`src/rtl/bram_frame_reader_pkg.sv`:
```
// Shared definitions for the BRAM frame reader: FSM state encoding and frame-size helper.
package bram_frame_reader_pkg;

    typedef enum logic [2:0] {
        ST_IDLE,
        ST_REQ,
        ST_COLLECT,
        ST_DRAIN,
        ST_WAIT_LOW
    } reader_state_t;

    localparam int DEFAULT_ADDR_WIDTH = 3;
    localparam int FRAME_WORDS        = 2 ** DEFAULT_ADDR_WIDTH;

    function automatic int frame_words(input int addr_width);
        return 2 ** addr_width;
    endfunction

endpackage

```
`src/rtl/bram_frame_reader_fifo.sv`:
```
// Register FIFO holding one frame; pointers carry a wrap bit so full/empty need no counter.
module frame_fifo #(
    parameter int WORD_WIDTH = 24,
    parameter int DEPTH_LOG2 = 3
) (
    input  logic                  clk,
    input  logic                  reset,
    input  logic                  push,
    input  logic                  pop,
    input  logic                  flush,
    input  logic [WORD_WIDTH-1:0] din,
    output logic [WORD_WIDTH-1:0] dout,
    output logic                  empty,
    output logic                  full
);
    localparam int DEPTH = 2 ** DEPTH_LOG2;
    localparam logic [DEPTH_LOG2:0] PTR_ONE = 1;

    logic [WORD_WIDTH-1:0] mem [DEPTH];
    logic [DEPTH_LOG2:0]   wr_ptr;
    logic [DEPTH_LOG2:0]   rd_ptr;
    logic                  do_push;
    logic                  do_pop;

    assign empty   = (wr_ptr == rd_ptr);
    assign full    = (wr_ptr[DEPTH_LOG2] != rd_ptr[DEPTH_LOG2]) &&
                     (wr_ptr[DEPTH_LOG2-1:0] == rd_ptr[DEPTH_LOG2-1:0]);
    assign do_push = push && !full && !flush;
    assign do_pop  = pop && !empty && !flush;
    assign dout    = mem[rd_ptr[DEPTH_LOG2-1:0]];

    always_ff @(posedge clk or posedge reset) begin
        if (reset) begin
            wr_ptr <= '0;
            rd_ptr <= '0;
        end else if (flush) begin
            wr_ptr <= '0;
            rd_ptr <= '0;
        end else begin
            if (do_push) wr_ptr <= wr_ptr + PTR_ONE;
            if (do_pop)  rd_ptr <= rd_ptr + PTR_ONE;
        end
    end

    // Storage is deliberately left out of reset; only pointers define contents.
    always_ff @(posedge clk) begin
        if (do_push) mem[wr_ptr[DEPTH_LOG2-1:0]] <= din;
    end

endmodule

```
`src/rtl/bram_frame_reader.sv`:
```
// Requests a frame from the capture BRAM, buffers the burst and re-streams it to the FFT
// with first/last markers; aborts and flags a sticky error if the burst stalls.
module bram_frame_reader
    import bram_frame_reader_pkg::*;
#(
    parameter int WORD_WIDTH = 24,
    parameter int ADDR_WIDTH = 3,
    parameter int TIMEOUT    = 64
) (
    input  logic                  clk,
    input  logic                  reset,
    input  logic                  enable,
    input  logic                  frame_ready,
    output logic                  begin_read,
    input  logic                  rd_valid,
    input  logic [WORD_WIDTH-1:0] rd_data,
    output logic [WORD_WIDTH-1:0] m_data,
    output logic                  m_valid,
    input  logic                  m_ready,
    output logic                  m_first,
    output logic                  m_last,
    output logic                  busy,
    output logic                  timeout_err,
    output logic [7:0]            frames_done
);
    localparam int N       = frame_words(ADDR_WIDTH);
    localparam int TIMER_W = $clog2(TIMEOUT + 1);

    localparam logic [ADDR_WIDTH:0] LAST_IDX  = (ADDR_WIDTH + 1)'(N - 1);
    localparam logic [ADDR_WIDTH:0] CNT_ONE   = 1;
    localparam logic [TIMER_W-1:0]  TIMER_MAX = TIMER_W'(TIMEOUT);
    localparam logic [TIMER_W-1:0]  TIMER_LIM = TIMER_W'(TIMEOUT - 1);
    localparam logic [TIMER_W-1:0]  TIMER_ONE = 1;

    reader_state_t       state, state_nxt;
    logic [ADDR_WIDTH:0] word_cnt;
    logic [ADDR_WIDTH:0] out_cnt;
    logic [TIMER_W-1:0]  timer;
    logic                fifo_empty;
    logic                fifo_full;
    logic                push;
    logic                pop;
    logic                last_pop;
    logic                timeout_hit;

    assign push        = (state == ST_COLLECT) && rd_valid && !fifo_full;
    assign pop         = m_valid && m_ready;
    assign last_pop    = pop && (out_cnt == LAST_IDX);
    // Abort on the idle cycle that would bring the timer up to TIMEOUT.
    assign timeout_hit = (state == ST_COLLECT) && !rd_valid && (timer >= TIMER_LIM);

    assign begin_read = (state == ST_REQ);
    assign busy       = (state != ST_IDLE);
    assign m_valid    = !fifo_empty;
    assign m_first    = m_valid && (out_cnt == '0);
    assign m_last     = m_valid && (out_cnt == LAST_IDX);

    frame_fifo #(
        .WORD_WIDTH (WORD_WIDTH),
        .DEPTH_LOG2 (ADDR_WIDTH)
    ) u_fifo (
        .clk   (clk),
        .reset (reset),
        .push  (push),
        .pop   (pop),
        .flush (timeout_hit),
        .din   (rd_data),
        .dout  (m_data),
        .empty (fifo_empty),
        .full  (fifo_full)
    );

    always_comb begin
        state_nxt = state;
        case (state)
            ST_IDLE:     if (enable && frame_ready && fifo_empty) state_nxt = ST_REQ;
            ST_REQ:      state_nxt = ST_COLLECT;
            ST_COLLECT: begin
                if (timeout_hit)                              state_nxt = ST_IDLE;
                else if (rd_valid && (word_cnt == LAST_IDX))  state_nxt = ST_DRAIN;
            end
            ST_DRAIN:    if (last_pop) state_nxt = ST_WAIT_LOW;
            ST_WAIT_LOW: if (!frame_ready) state_nxt = ST_IDLE;
            default:     state_nxt = ST_IDLE;
        endcase
    end

    always_ff @(posedge clk or posedge reset) begin
        if (reset) begin
            state       <= ST_IDLE;
            word_cnt    <= '0;
            out_cnt     <= '0;
            timer       <= '0;
            timeout_err <= 1'b0;
            frames_done <= 8'd0;
        end else begin
            state <= state_nxt;

            if (state == ST_REQ) begin
                word_cnt <= '0;
                timer    <= '0;
            end else if (state == ST_COLLECT) begin
                if (rd_valid) begin
                    word_cnt <= word_cnt + CNT_ONE;
                    timer    <= '0;
                end else if (timer != TIMER_MAX) begin
                    timer <= timer + TIMER_ONE;
                end
            end

            if (timeout_hit || last_pop) out_cnt <= '0;
            else if (pop)                out_cnt <= out_cnt + CNT_ONE;

            if (timeout_hit) timeout_err <= 1'b1;

            if (last_pop && (state == ST_DRAIN)) frames_done <= frames_done + 8'd1;
        end
    end

endmodule

```
`config.mk`:
```
export PLATFORM = sky130hd
export DESIGN_NAME = bram_frame_reader
export DESIGN_NICKNAME = d
export VERILOG_FILES = /design/src/rtl/bram_frame_reader_pkg.sv /design/src/rtl/bram_frame_reader_fifo.sv /design/src/rtl/bram_frame_reader.sv
export SDC_FILE = /design/constraint.sdc
export NUM_CORES = 1
export LEC_CHECK = 0
export BUFFER_PORTS_ARGS = -buffer_cell sky130_fd_sc_hd__buf_2
export CELL_PAD_IN_SITES_DETAIL_PLACEMENT = 1
export CELL_PAD_IN_SITES_GLOBAL_PLACEMENT = 2
export CORE_UTILIZATION = 41
export CTS_CLUSTER_SIZE = 20
export DETAILED_ROUTE_END_ITERATION = 10
export GPL_TIMING_DRIVEN = 1
export MAX_ROUTING_LAYER = met4
export PLACE_DENSITY = 0.77
export SYNTH_ARGS = -nofsm -noshare
export SYNTH_HDL_FRONTEND = slang
export SYNTH_SLANG_ARGS = --single-unit
```
`constraint.sdc`:
```
create_clock -name clk -period 10.4 [get_ports clk]
set_input_delay 0.52 -clock clk [delete_from_list [all_inputs] [get_ports clk]]
set_output_delay 0.52 -clock clk [all_outputs]
set_load 0.01 [all_outputs]
```
==> results of run 1 <==
## power by group through the flow
stage               logic (mW)  clock network (mW)  registers (mW)
floorplan                0.661                   0            1.15
global placement         0.817                   0            1.24
detailed placement       0.836                   0            1.25
CTS                      0.840               0.881            1.24
global route             0.899               0.912            1.25
finish                   0.824               0.857            1.23
## stage by stage
stage | instances | instance area (sq um) | hold slack (ns) | utilization
after floorplan | 500 | 9293 | 0.4649 | -
after global placement | 835 | 10010 | 0.4541 | 0.4543
after detailed placement | 835 | 10010 | 0.4691 | 0.4543
after CTS | 879 | 10810 | 0.08756 | 0.4906
after global routing | 880 | 10810 | 0.1263 | 0.4907
final | 880 | 10810 | 0.09035 | 0.4907
## layer usage
metal | global-route usage | vias to the layer above | part of all wire
met4 | 0.04954 | 0 | 0.023
met5 | - | - | 0
met2 | 0.2978 | 106 | 0.50
met1 | 0.2229 | 2509 | 0.43
li1 | - | 2181 | -
met3 | 0.03271 | 28 | 0.043
## cells by family (layout without fill, tap and decap cells)
logic type	count (synthesis)	after routing	share of synthesized area
flip-flops	227	227	0.7147
AND/OR/NAND/NOR	85	85	0.05426
multiplexers	76	76	0.1499
AO/OA/AOI/OAI	45	45	0.03393
buffers and inverters	40	139	0.01858
XOR/XNOR	19	19	0.01791
adder cells (fa/ha/maj)	8	8	0.01077
other	0	1	0
## worst max-delay path, stage by stage, from the launching register on
cell and delay (ns):
sky130_fd_sc_hd__dfrtp_4 1.14, sky130_fd_sc_hd__xor2_1 0.31, sky130_fd_sc_hd__nor4_2 0.09, sky130_fd_sc_hd__buf_4 0.20, sky130_fd_sc_hd__nor4b_1 0.37, sky130_fd_sc_hd__buf_2 0.21
## flip-flops by register name, summed over array words and instances (netlist names)
name,flops
state,3
u_fifo.wr_ptr,4
u_fifo.rd_ptr,4
u_fifo.mem,192
frames_done,8
timer,7
timeout_err,1
out_cnt,4
word_cnt,4
## area by class of cell
| cell class | instances | area (sq um) | share of cell area |
|---|---|---|---|
| clock buffer | 27 | 643.1 | 0.05950 |
| timing repair buffer | 81 | 440.4 | 0.04075 |
| antenna | 1 | 2.502 | 0.0002315 |
| inverter | 14 | 52.55 | 0.004862 |
| multi-input combinational | 233 | 2517 | 0.2329 |
| clock inverter | 17 | 156.4 | 0.01447 |
| sequential | 227 | 6646 | 0.6149 |
| tap | 280 | 350.3 | 0.03241 |
## final timing paths
check	slack (ns)	start	cells after the start	to
setup / recovery	7.02	u_fifo.rd_ptr[0]$_DFFE_PP0P_	5	m_first
hold / removal	0.09	reset	3	frames_done[0]$_DFFE_PP0P_
setup reg to reg	7.12	u_fifo.rd_ptr[0]$_DFFE_PP0P_	5	u_fifo.mem[1][1]$_DFFE_PP_
hold reg to reg	0.47	frames_done[7]$_DFFE_PP0P_	1	frames_done[7]$_DFFE_PP0P_
max in group asynchronous	9.95	reset	3	u_fifo.rd_ptr[0]$_DFFE_PP0P_
min in group clk	0.26	rd_data[14]	1	u_fifo.mem[7][14]$_DFFE_PP_
## cells in the final DEF (no fill, tap or decap), types with 6 or more instances in the layout
master,n
sky130_fd_sc_hd__edfxtp_1,192
sky130_fd_sc_hd__clkinv_2,6
sky130_fd_sc_hd__inv_1,13
sky130_fd_sc_hd__mux4_2,48
sky130_fd_sc_hd__nand4_1,6
sky130_fd_sc_hd__clkbuf_16,25
sky130_fd_sc_hd__nor2_1,8
sky130_fd_sc_hd__a21oi_1,10
sky130_fd_sc_hd__xor2_1,14
sky130_fd_sc_hd__nor3_1,7
sky130_fd_sc_hd__mux2_2,25
sky130_fd_sc_hd__dfrtp_1,33
sky130_fd_sc_hd__ha_1,8
sky130_fd_sc_hd__nand2_1,17
sky130_fd_sc_hd__o21ai_0,17
sky130_fd_sc_hd__nand3_1,11
sky130_fd_sc_hd__buf_4,14
sky130_fd_sc_hd__buf_2,67
==> metrics.md, run 1 <==
| Metric | Value |
|---|---|
| Initial standard-cell utilization of the core | 0.4219 |
| Total number of H-tree levels | 1 |
| Number of instances in the synthesized netlist | 500 |
| Fraction of final layout cells with drive strength greater than 1 | 0.3606 |
| Clock input transition at the sequential cells of the worst setup and hold paths | 0.06 ns |
| Number of flops mapped to enable cells by yosys | 192 |
| Total of warnings raised by yosys | 0 |
| Layout area overhead | 16.32% |
| Setup TNS | 0 ns |
| Static Leakage | 3.822 nW |
| Clock sink count | 227 |
| Combinational fraction of design power | 0.283 |
| Number of buffers created by CTS | 25 |
| Commonest register cell after synthesis | sky130_fd_sc_hd__edfxtp_1 |
| Setup Viol. Count Final | 0 |
| Via total after detailed routing | 4824 |
| TritonCTS clock tree | done |
| Die Wd | 152.6 microns |
| Clk_lat worst skew | 0.53 ns |
| Initial antenna violation count | 1 |
| Async set-or-reset flop fraction in the synthesized netlist | 0.1542 |
| Failing checks | DRC |
| Maximum clock skew at final layout | 0.01117 ns |
| Critical Path Fanout Max | 53 |
| Root buffer cell | sky130_fd_sc_hd__clkbuf_16 |
| RePlAce Congestion | 0.7988 |
| Sw Share | 0.3094 |
| Synthesized Nets | 538 |
| Antenna-violating nets left | 0 |
| Full die area | 23270 sq um |
| Achievable Freq | 0.2959 GHz |
| Number of filler instances in the final layout | 2074 |
| Switching power | 0.9011 mW |
| Top area cells in the synthesized netlist | sky130_fd_sc_hd__edfxtp_1, sky130_fd_sc_hd__mux4_2, sky130_fd_sc_hd__dfrtp_1, sky130_fd_sc_hd__mux2_2, sky130_fd_sc_hd__xor2_1 |
| DRT Wirelength | 19460 microns |
| Classification of the worst-slack hold path | primary input to async pin |
| Critical Path Start Type | flop |
| Resize count post-CTS | 0 |
| Share of power burned in registers | 0.423 |
| Final setup slack of the worst path | 7.021 ns |
| Sum of overflow across all layers after global routing | 0 |
| Mapped Avg Cell Area | 18.59 sq um |
| Aggregate global-route resource usage | 0.1779 |
| Count of input and output buffers | 67 |
| Final Critical Period | 3.379 ns |
| Hold-fix buffer count after cts | 0 |
| DRC viols | 2 |
| Count leader, synth | sky130_fd_sc_hd__edfxtp_1 |
| Count of endpoints failing hold in the final timing report | 0 |
| Dpl ws | 7.031 ns |
| Top Ports | 68 |
| Nature of the critical path endpoint | output port |
| Final Net Count | 620 |
| Number of storage elements in the synthesis netlist | 227 |
| Internal power | 2.012 mW |
| Cell variety after synth | 56 |
| Placement row count | 54 |
| Critical setup path kind | flop to output port |
| Final period utilization | 0.3250 |
| Actual slew at the worst max-slew pin | 1.069 ns |
| Top post-synthesis cells by count | sky130_fd_sc_hd__edfxtp_1, sky130_fd_sc_hd__mux4_2, sky130_fd_sc_hd__dfrtp_1, sky130_fd_sc_hd__mux2_2 |
| Floorplan Core Area | 22030 sq um |
| Share of the synthesized area in the top cell type | 0.6204 |
| Maximum number of pins on one net before global-route repair | 54 |
| Sequential fraction of the synthesis area | 0.7147 |
| Number of global-route vias before repair | 5364 |
| Per-cell routed wire length | 22.11 microns |
| Clk network pwr share | 0.294 |
| Total iterations of the first detailed-routing run | 9 |
| Data arrival time of the critical path | 2.86 ns |
| Unrepaired setup endpoints after global routing | no |
| Worst vdd rail ir drop | 0.0001687 V |
| Power density over the cells | 269.5 nW/um^2 |
| Status | finished with violations |
| CP Data Required Time | 9.88 ns |
| Max-Cap Viols | 0 |
| Vias per inst | 5.482 |
| Synth Cell Area | 9293 sq um |
| Setup Buffers After CTS | 0 |
| Number of DRC markers in iteration 0 | 191 |
| Maximum number of buffers from clock root to sink | 3 |
| Die Y-Extent | 152.6 microns |
| Max_slew headroom | 0.2873 |
| Max Slew Vio Count | 0 |
| Leading area contributor after synthesis | sky130_fd_sc_hd__edfxtp_1 |
| Hpwl dp | 11650 microns |
| Overall Power | 2.913 mW |
| Global-route wire length before repair | 30820 microns |
Note: power is estimated with default switching activity, not from simulation.
==> inputs of run 2 (changes only) <==
==> constraint.sdc (replaced) <==
create_clock -name clk -period 3.5 [get_ports clk]
set_input_delay 0.175 -clock clk [delete_from_list [all_inputs] [get_ports clk]]
set_output_delay 0.175 -clock clk [all_outputs]
set_load 0.01 [all_outputs]
==> run 2 against run 1 <==
The run still ends with DRC left; power rose to 2.9 times the previous value; setup slack worse by 6.3 ns; sequential share of layout area down 1.7 points; non-clock buffer count up 33; first-iteration DRC count rose by 36%; cell count up 3.8%; combinational power increased to 3.3 times the previous value; critical path type unchanged; highest routed layer unchanged.
==> metrics.md, run 2 (synthesized netlist as in run 1, its figures left out) <==
| Metric | Value |
|---|---|
| Final Critical Period | 2.801 ns |
| Clk network pwr share | 0.272 |
| Vias per inst | 5.467 |
| Full die area | 23270 sq um |
| Layout area overhead | 19.64% |
| Actual slew at the worst max-slew pin | 0.8122 ns |
| Clock input transition at the sequential cells of the worst setup and hold paths | 0.06 ns |
| RePlAce Congestion | 0.7392 |
| Placement row count | 54 |
| Setup TNS | 0 ns |
| Hold-fix buffer count after cts | 27 |
| Critical setup path kind | flop to output port |
| Classification of the worst-slack hold path | primary input to flop |
| Setup Buffers After CTS | 0 |
| Maximum number of buffers from clock root to sink | 3 |
| Critical Path Start Type | flop |
| Critical Path Fanout Max | 46 |
| Global-route wire length before repair | 31700 microns |
| Sw Share | 0.3177 |
| Data arrival time of the critical path | 2.63 ns |
| Fraction of final layout cells with drive strength greater than 1 | 0.3465 |
| Max_slew headroom | 0.4580 |
| Clock sink count | 227 |
| Switching power | 2.721 mW |
| Hpwl dp | 11990 microns |
| Max Slew Vio Count | 0 |
| Top Ports | 68 |
| Most frequent standard cell in the layout excluding fill and tap cells | sky130_fd_sc_hd__edfxtp_1 |
| Per-cell routed wire length | 21.91 microns |
| Count of endpoints failing hold in the final timing report | 0 |
| Total iterations of the first detailed-routing run | 9 |
| Static Leakage | 3.962 nW |
| Number of buffers created by CTS | 24 |
| Commonest non-fill, non-tap cells in the layout | sky130_fd_sc_hd__edfxtp_1, sky130_fd_sc_hd__buf_2, sky130_fd_sc_hd__mux4_2, sky130_fd_sc_hd__dfrtp_1, sky130_fd_sc_hd__dlygate4sd3_1 |
| Antenna-violating nets left | 0 |
| Number of global-route vias before repair | 5484 |
| Total number of H-tree levels | 1 |
| TritonCTS clock tree | done |
| Sum of overflow across all layers after global routing | 0 |
| DRT Wirelength | 20010 microns |
| Die Y-Extent | 152.6 microns |
| Combinational fraction of design power | 0.314 |
| Share of power burned in registers | 0.415 |
| Internal power | 5.844 mW |
| Max-Cap Viols | 0 |
| Count of input and output buffers | 67 |
| Initial standard-cell utilization of the core | 0.4219 |
| Aggregate global-route resource usage | 0.1832 |
| DRC viols | 2 |
| Maximum number of pins on one net before global-route repair | 47 |
| Resize count post-CTS | 0 |
| Layout Cell Area excl Fill | 11120 sq um |
| Power density over the cells | 770.3 nW/um^2 |
| Maximum clock skew at final layout | 0.02668 ns |
| Initial antenna violation count | 1 |
| CP Data Required Time | 3.32 ns |
| Nature of the critical path endpoint | output port |
| Unrepaired setup endpoints after global routing | no |
| Via total after detailed routing | 4991 |
| Achievable Freq | 0.3570 GHz |
| Root buffer cell | sky130_fd_sc_hd__clkbuf_16 |
| Worst vdd rail ir drop | 0.0004480 V |
| Floorplan Core Area | 22030 sq um |
| Clk_lat worst skew | 0.54 ns |
| Placed Area | 10120 sq um |
| Setup Viol. Count Final | 0 |
| Status | finished with violations |
| Number of flip-flops under the largest register name | 192 |
| Failing checks | DRC |
| Number of DRC markers in iteration 0 | 259 |
| Final period utilization | 0.8003 |
| Die Wd | 152.6 microns |
| Final Net Count | 652 |
==> run 2: changes by cell type in the layout (fill, tap and decap cells not counted), moves of 2 or more <==
cell                            change
sky130_fd_sc_hd__buf_4              +3
sky130_fd_sc_hd__clkbuf_1           +2
sky130_fd_sc_hd__clkinv_2           +2
sky130_fd_sc_hd__buf_12             +3
sky130_fd_sc_hd__clkinvlp_4         -3
sky130_fd_sc_hd__nor4b_2            -2
sky130_fd_sc_hd__bufinv_16          -2
sky130_fd_sc_hd__nor4b_4            +2
sky130_fd_sc_hd__dlygate4sd3_1     +27
==> run 2: worst max-delay path: stages (launching register included) <==
cell and delay [ns]:
sky130_fd_sc_hd__dfrtp_4 0.52, sky130_fd_sc_hd__buf_12 0.37, sky130_fd_sc_hd__xor2_1 0.19, sky130_fd_sc_hd__nor4_2 0.54
sky130_fd_sc_hd__buf_4 0.27, sky130_fd_sc_hd__nor3_1 0.07, sky130_fd_sc_hd__buf_2 0.14
==> run 2: routing by layer <==
| metal | up-vias | GRT usage | wire length, microns |
|---|---|---|---|
| met5 | - | - | 0 |
| met4 | 0 | 0.04858 | 401 |
| met3 | 31 | 0.03242 | 754 |
| met2 | 98 | 0.3123 | 10180 |
| met1 | 2615 | 0.2265 | 8673 |
| li1 | 2247 | - | - |
==> run 2: power groups by stage <==
| stage | logic, mW | clock network, mW | registers [mW] |
|---|---|---|---|
| final | 2.69 | 2.33 | 3.55 |
| after global routing | 2.93 | 2.47 | 3.59 |
| after CTS | 2.75 | 2.40 | 3.56 |
| after detailed placement | 2.70 | 0 | 3.61 |
| after global placement | 2.64 | 0 | 3.58 |
| after floorplan | 1.98 | 0 | 3.42 |
==> run 2: worst paths after layout <==
| check | from | endpoint | slack (ns) | cells after the start |
|---|---|---|---|---|
| setup reg to reg | state[0]$_DFFE_PP0P_ | u_fifo.mem[1][23]$_DFFE_PP_ | 1.05 | 4 |
| hold reg to reg | frames_done[7]$_DFFE_PP0P_ | frames_done[7]$_DFFE_PP0P_ | 0.47 | 1 |
| setup / recovery | u_fifo.rd_ptr[0]$_DFFE_PP0P_ | m_last | 0.70 | 6 |
| max in group asynchronous | reset | timer[0]$_DFFE_PP0P_ | 2.38 | 4 |
| hold / removal | enable | state[0]$_DFFE_PP0P_ | 0.07 | 3 |
| min in group asynchronous | reset | u_fifo.rd_ptr[2]$_DFFE_PP0P_ | 0.36 | 3 |
==> run 2: area by class of cell <==
| cell class | count | area, sq um |
|---|---|---|
| antenna | 1 | 2.502 |
| clock buffer | 27 | 611.8 |
| clock inverter | 17 | 117.6 |
| fill | 2085 | 10910 |
| inverter | 14 | 52.55 |
| multi-input combinational | 233 | 2544 |
| sequential | 227 | 6646 |
| tap | 280 | 350.3 |
| timing repair buffer | 114 | 793.3 |
==> run 2: stage by stage <==
step | worst slack, ns | utilization | cells | total power, mW | hold WS, ns
6_report | 0.6991 | 0.5048 | 913 | 8.565 | 0.07278
5_1_grt | 0.4296 | 0.5048 | 913 | 8.998 | 0.1006
4_1_cts | 0.6216 | 0.5047 | 912 | 8.705 | 0.05529
3_5_place_dp | 1.073 | 0.4593 | 841 | 6.306 | 0.3813
3_3_place_gp | 1.074 | 0.4593 | 841 | 6.220 | 0.3681
2_1_floorplan | 0.1170 | - | 500 | 5.396 | 0.2739
==> inputs of run 3 (changes only) <==
==> constraint.sdc (replaced) <==
create_clock -name clk -period 2.88 [get_ports clk]
set_input_delay 0.144 -clock clk [delete_from_list [all_inputs] [get_ports clk]]
set_output_delay 0.144 -clock clk [all_outputs]
set_load 0.01 [all_outputs]
==> run 3 against run 2 <==
The flow now finishes without violations; first-iteration DRC count fell by 0.39%; sequential cell count unchanged; sequential share of layout area decreased by 0.38 points; sequential power grew 20%; die area did not move; design area increased by 0.64%; power up 25%; via count grew 0.54%; register-to-register slack got worse by 0.63 ns; clock power grew 35%; non-clock buffer count did not move; clock skew fell by 0.013 ns.
==> metrics.md, run 3 (synthesized netlist as in run 1, its figures left out) <==
| Metric | Value |
|---|---|
| Kind of cell with the highest combined delay on the critical path | buffers and inverters |
| Ordered cell list for the critical path | buf_4 -> xor2_1 -> nor4_2 -> buf_4 -> nor4b_1 -> buf_2 |
| Global-route wire length before repair | 31230 microns |
| Switching power | 3.312 mW |
| Number of flip-flops under the largest register name | 192 |
| Clk network pwr share | 0.293 |
| Vias per inst | 5.478 |
| Number of diodes | 0 |
| Total iterations of the first detailed-routing run | 6 |
| Per-cell routed wire length | 21.60 microns |
| Die Y-Extent | 152.6 microns |
| Internal power | 7.394 mW |
| Fraction of final layout cells with drive strength greater than 1 | 0.3443 |
| Setup Buffers After CTS | 0 |
| Number of filler instances in the final layout | 2065 |
| Power density over the cells | 956.8 nW/um^2 |
| Placed Area | 10080 sq um |
| Most frequent standard cell in the layout excluding fill and tap cells | sky130_fd_sc_hd__edfxtp_1 |
| Clock sink count | 227 |
| Stage delay of the slowest cell on the critical path | 0.44 ns |
| Clk_lat worst skew | 0.54 ns |
| Aggregate global-route resource usage | 0.1816 |
| CP Data Required Time | 2.74 ns |
| Maximum number of pins on one net before global-route repair | 53 |
| Initial standard-cell utilization of the core | 0.4219 |
| Root buffer cell | sky130_fd_sc_hd__clkbuf_16 |
| Post-route worst hold slack | 0.08411 ns |
| Via total after detailed routing | 5018 |
| Nature of the critical path endpoint | output port |
| Number of buffers created by CTS | 26 |
| Status | finished clean |
| Static Leakage | 3.997 nW |
| RePlAce Congestion | 0.7620 |
| Maximum clock skew at final layout | 0.01407 ns |
| Critical Path Start Type | flop |
| Top Ports | 68 |
| Max Slew Vio Count | 0 |
| Sum of overflow across all layers after global routing | 0 |
| Cell with the largest stage delay on the worst path | sky130_fd_sc_hd__buf_4 |
| Maximum number of buffers from clock root to sink | 3 |
| Data arrival time of the critical path | 2.48 ns |
| Layout area overhead | 20.41% |
| Resize count post-CTS | 0 |
| Count of input and output buffers | 67 |
| Number of DRC markers in iteration 0 | 258 |
| Setup TNS | 0 ns |
| Sw Share | 0.3093 |
| Critical setup path kind | flop to output port |
| Achievable Freq | 0.3812 GHz |
| Layout Cell Area excl Fill | 11190 sq um |
| Combinational fraction of design power | 0.310 |
| Max-Cap Viols | 0 |
| Final Critical Period | 2.623 ns |
| Actual slew at the worst max-slew pin | 0.5566 ns |
| Worst vdd rail ir drop | 0.0007087 V |
| Share of power burned in registers | 0.397 |
| Dpl ws | 0.4613 ns |
| Commonest non-fill, non-tap cells in the layout | sky130_fd_sc_hd__edfxtp_1, sky130_fd_sc_hd__buf_2, sky130_fd_sc_hd__mux4_2, sky130_fd_sc_hd__dfrtp_1, sky130_fd_sc_hd__dlygate4sd3_1 |
| Final period utilization | 0.9109 |
| Critical Path Fanout Max | 28 |
| Clock input transition at the sequential cells of the worst setup and hold paths | 0.06 ns |
| Antenna-violating nets left | 0 |
| Hold-fix buffer count after cts | 28 |
| TritonCTS clock tree | done |
| Hpwl dp | 11390 microns |
| Full die area | 23270 sq um |
| Die Wd | 152.6 microns |
| DRC viols | 0 |
| Critical path buffer and inverter count | 3 |
| Final setup slack of the worst path | 0.2565 ns |
| Placement row count | 54 |
| Final Core Density | 0.5080 |
| Floorplan Core Area | 22030 sq um |
| Max_slew headroom | 0.6289 |
| Initial antenna violation count | 0 |
| Final Net Count | 654 |
| DRT Wirelength | 19790 microns |
| Number of global-route vias before repair | 5485 |
| Most repeated library cell on the critical path | sky130_fd_sc_hd__buf_4 |
| Unrepaired setup endpoints after global routing | no |
| Total number of H-tree levels | 1 |
| Setup Viol. Count Final | 0 |
| Count of endpoints failing hold in the final timing report | 0 |
| Classification of the worst-slack hold path | primary input to flop |
run 3: cell count changes in the layout (fill, tap and decap cells not counted), sizes merged:
cell / before / now
diode: 1 / 0
buf: 87 / 86
clkinv: 15 / 17
inv: 16 / 14
bufinv: 0 / 2
clkbuf: 27 / 29
dlygate4sd3: 27 / 28
run 3: worst paths after layout:
check	start	end	slack (ns)	depth (start not counted)
worst max register to register	u_fifo.wr_ptr[1]$_DFFE_PP0P_	u_fifo.mem[4][20]$_DFFE_PP_	0.42	5
worst min-delay path	rd_valid	word_cnt[0]$_DFFE_PP0P_	0.08	3
worst max-delay path	u_fifo.rd_ptr[2]$_DFFE_PP0P_	m_first	0.26	6
worst min register to register	frames_done[7]$_DFFE_PP0P_	frames_done[7]$_DFFE_PP0P_	0.46	1
max in group asynchronous	reset	u_fifo.rd_ptr[0]$_DFFE_PP0P_	2.22	4
min in group asynchronous	reset	timer[2]$_DFFE_PP0P_	0.29	4
run 3: routing by layer:
layer / wire length [microns] / GRT usage / share of wire
met5: 0 / - / 0
met1: 8931 / 0.2326 / 0.45
met4: 415 / 0.05051 / 0.021
met2: 9898 / 0.3044 / 0.50
met3: 544 / 0.02588 / 0.027
run 3: final cells by class:
cell class              count  area [sq um]  share of cell area
repair buffers            114         770.7             0.06888
clock inverters            19         163.9             0.01465
inverters                  14         52.55            0.004696
clock buffers              29         661.9             0.05915
multi-input cells         233          2544              0.2273
well taps                 280         350.3             0.03131
flip-flops and latches    227          6646              0.5940
run 3: per-stage QoR:
step                total power [mW]  cells
floorplan                      6.558    500
global placement               7.521    840
detailed placement             7.624    840
CTS                            10.84    916
global route                   11.23    916
finish                         10.71    916
run 3: tightest hold or removal path: stages:
cell	delay [ns]
sky130_fd_sc_hd__buf_2	0.17
sky130_fd_sc_hd__nand2_1	0.16
sky130_fd_sc_hd__o21ai_0	0.09
run 3: power groups by stage:
| stage | registers, mW | logic (mW) | clock network, mW |
|---|---|---|---|
| after global routing | 4.29 | 3.62 | 3.33 |
| after floorplan | 4.16 | 2.40 | 0 |
| after global placement | 4.27 | 3.25 | 0 |
| after detailed placement | 4.31 | 3.31 | 0 |
| final | 4.25 | 3.32 | 3.14 |
| after CTS | 4.25 | 3.38 | 3.22 |
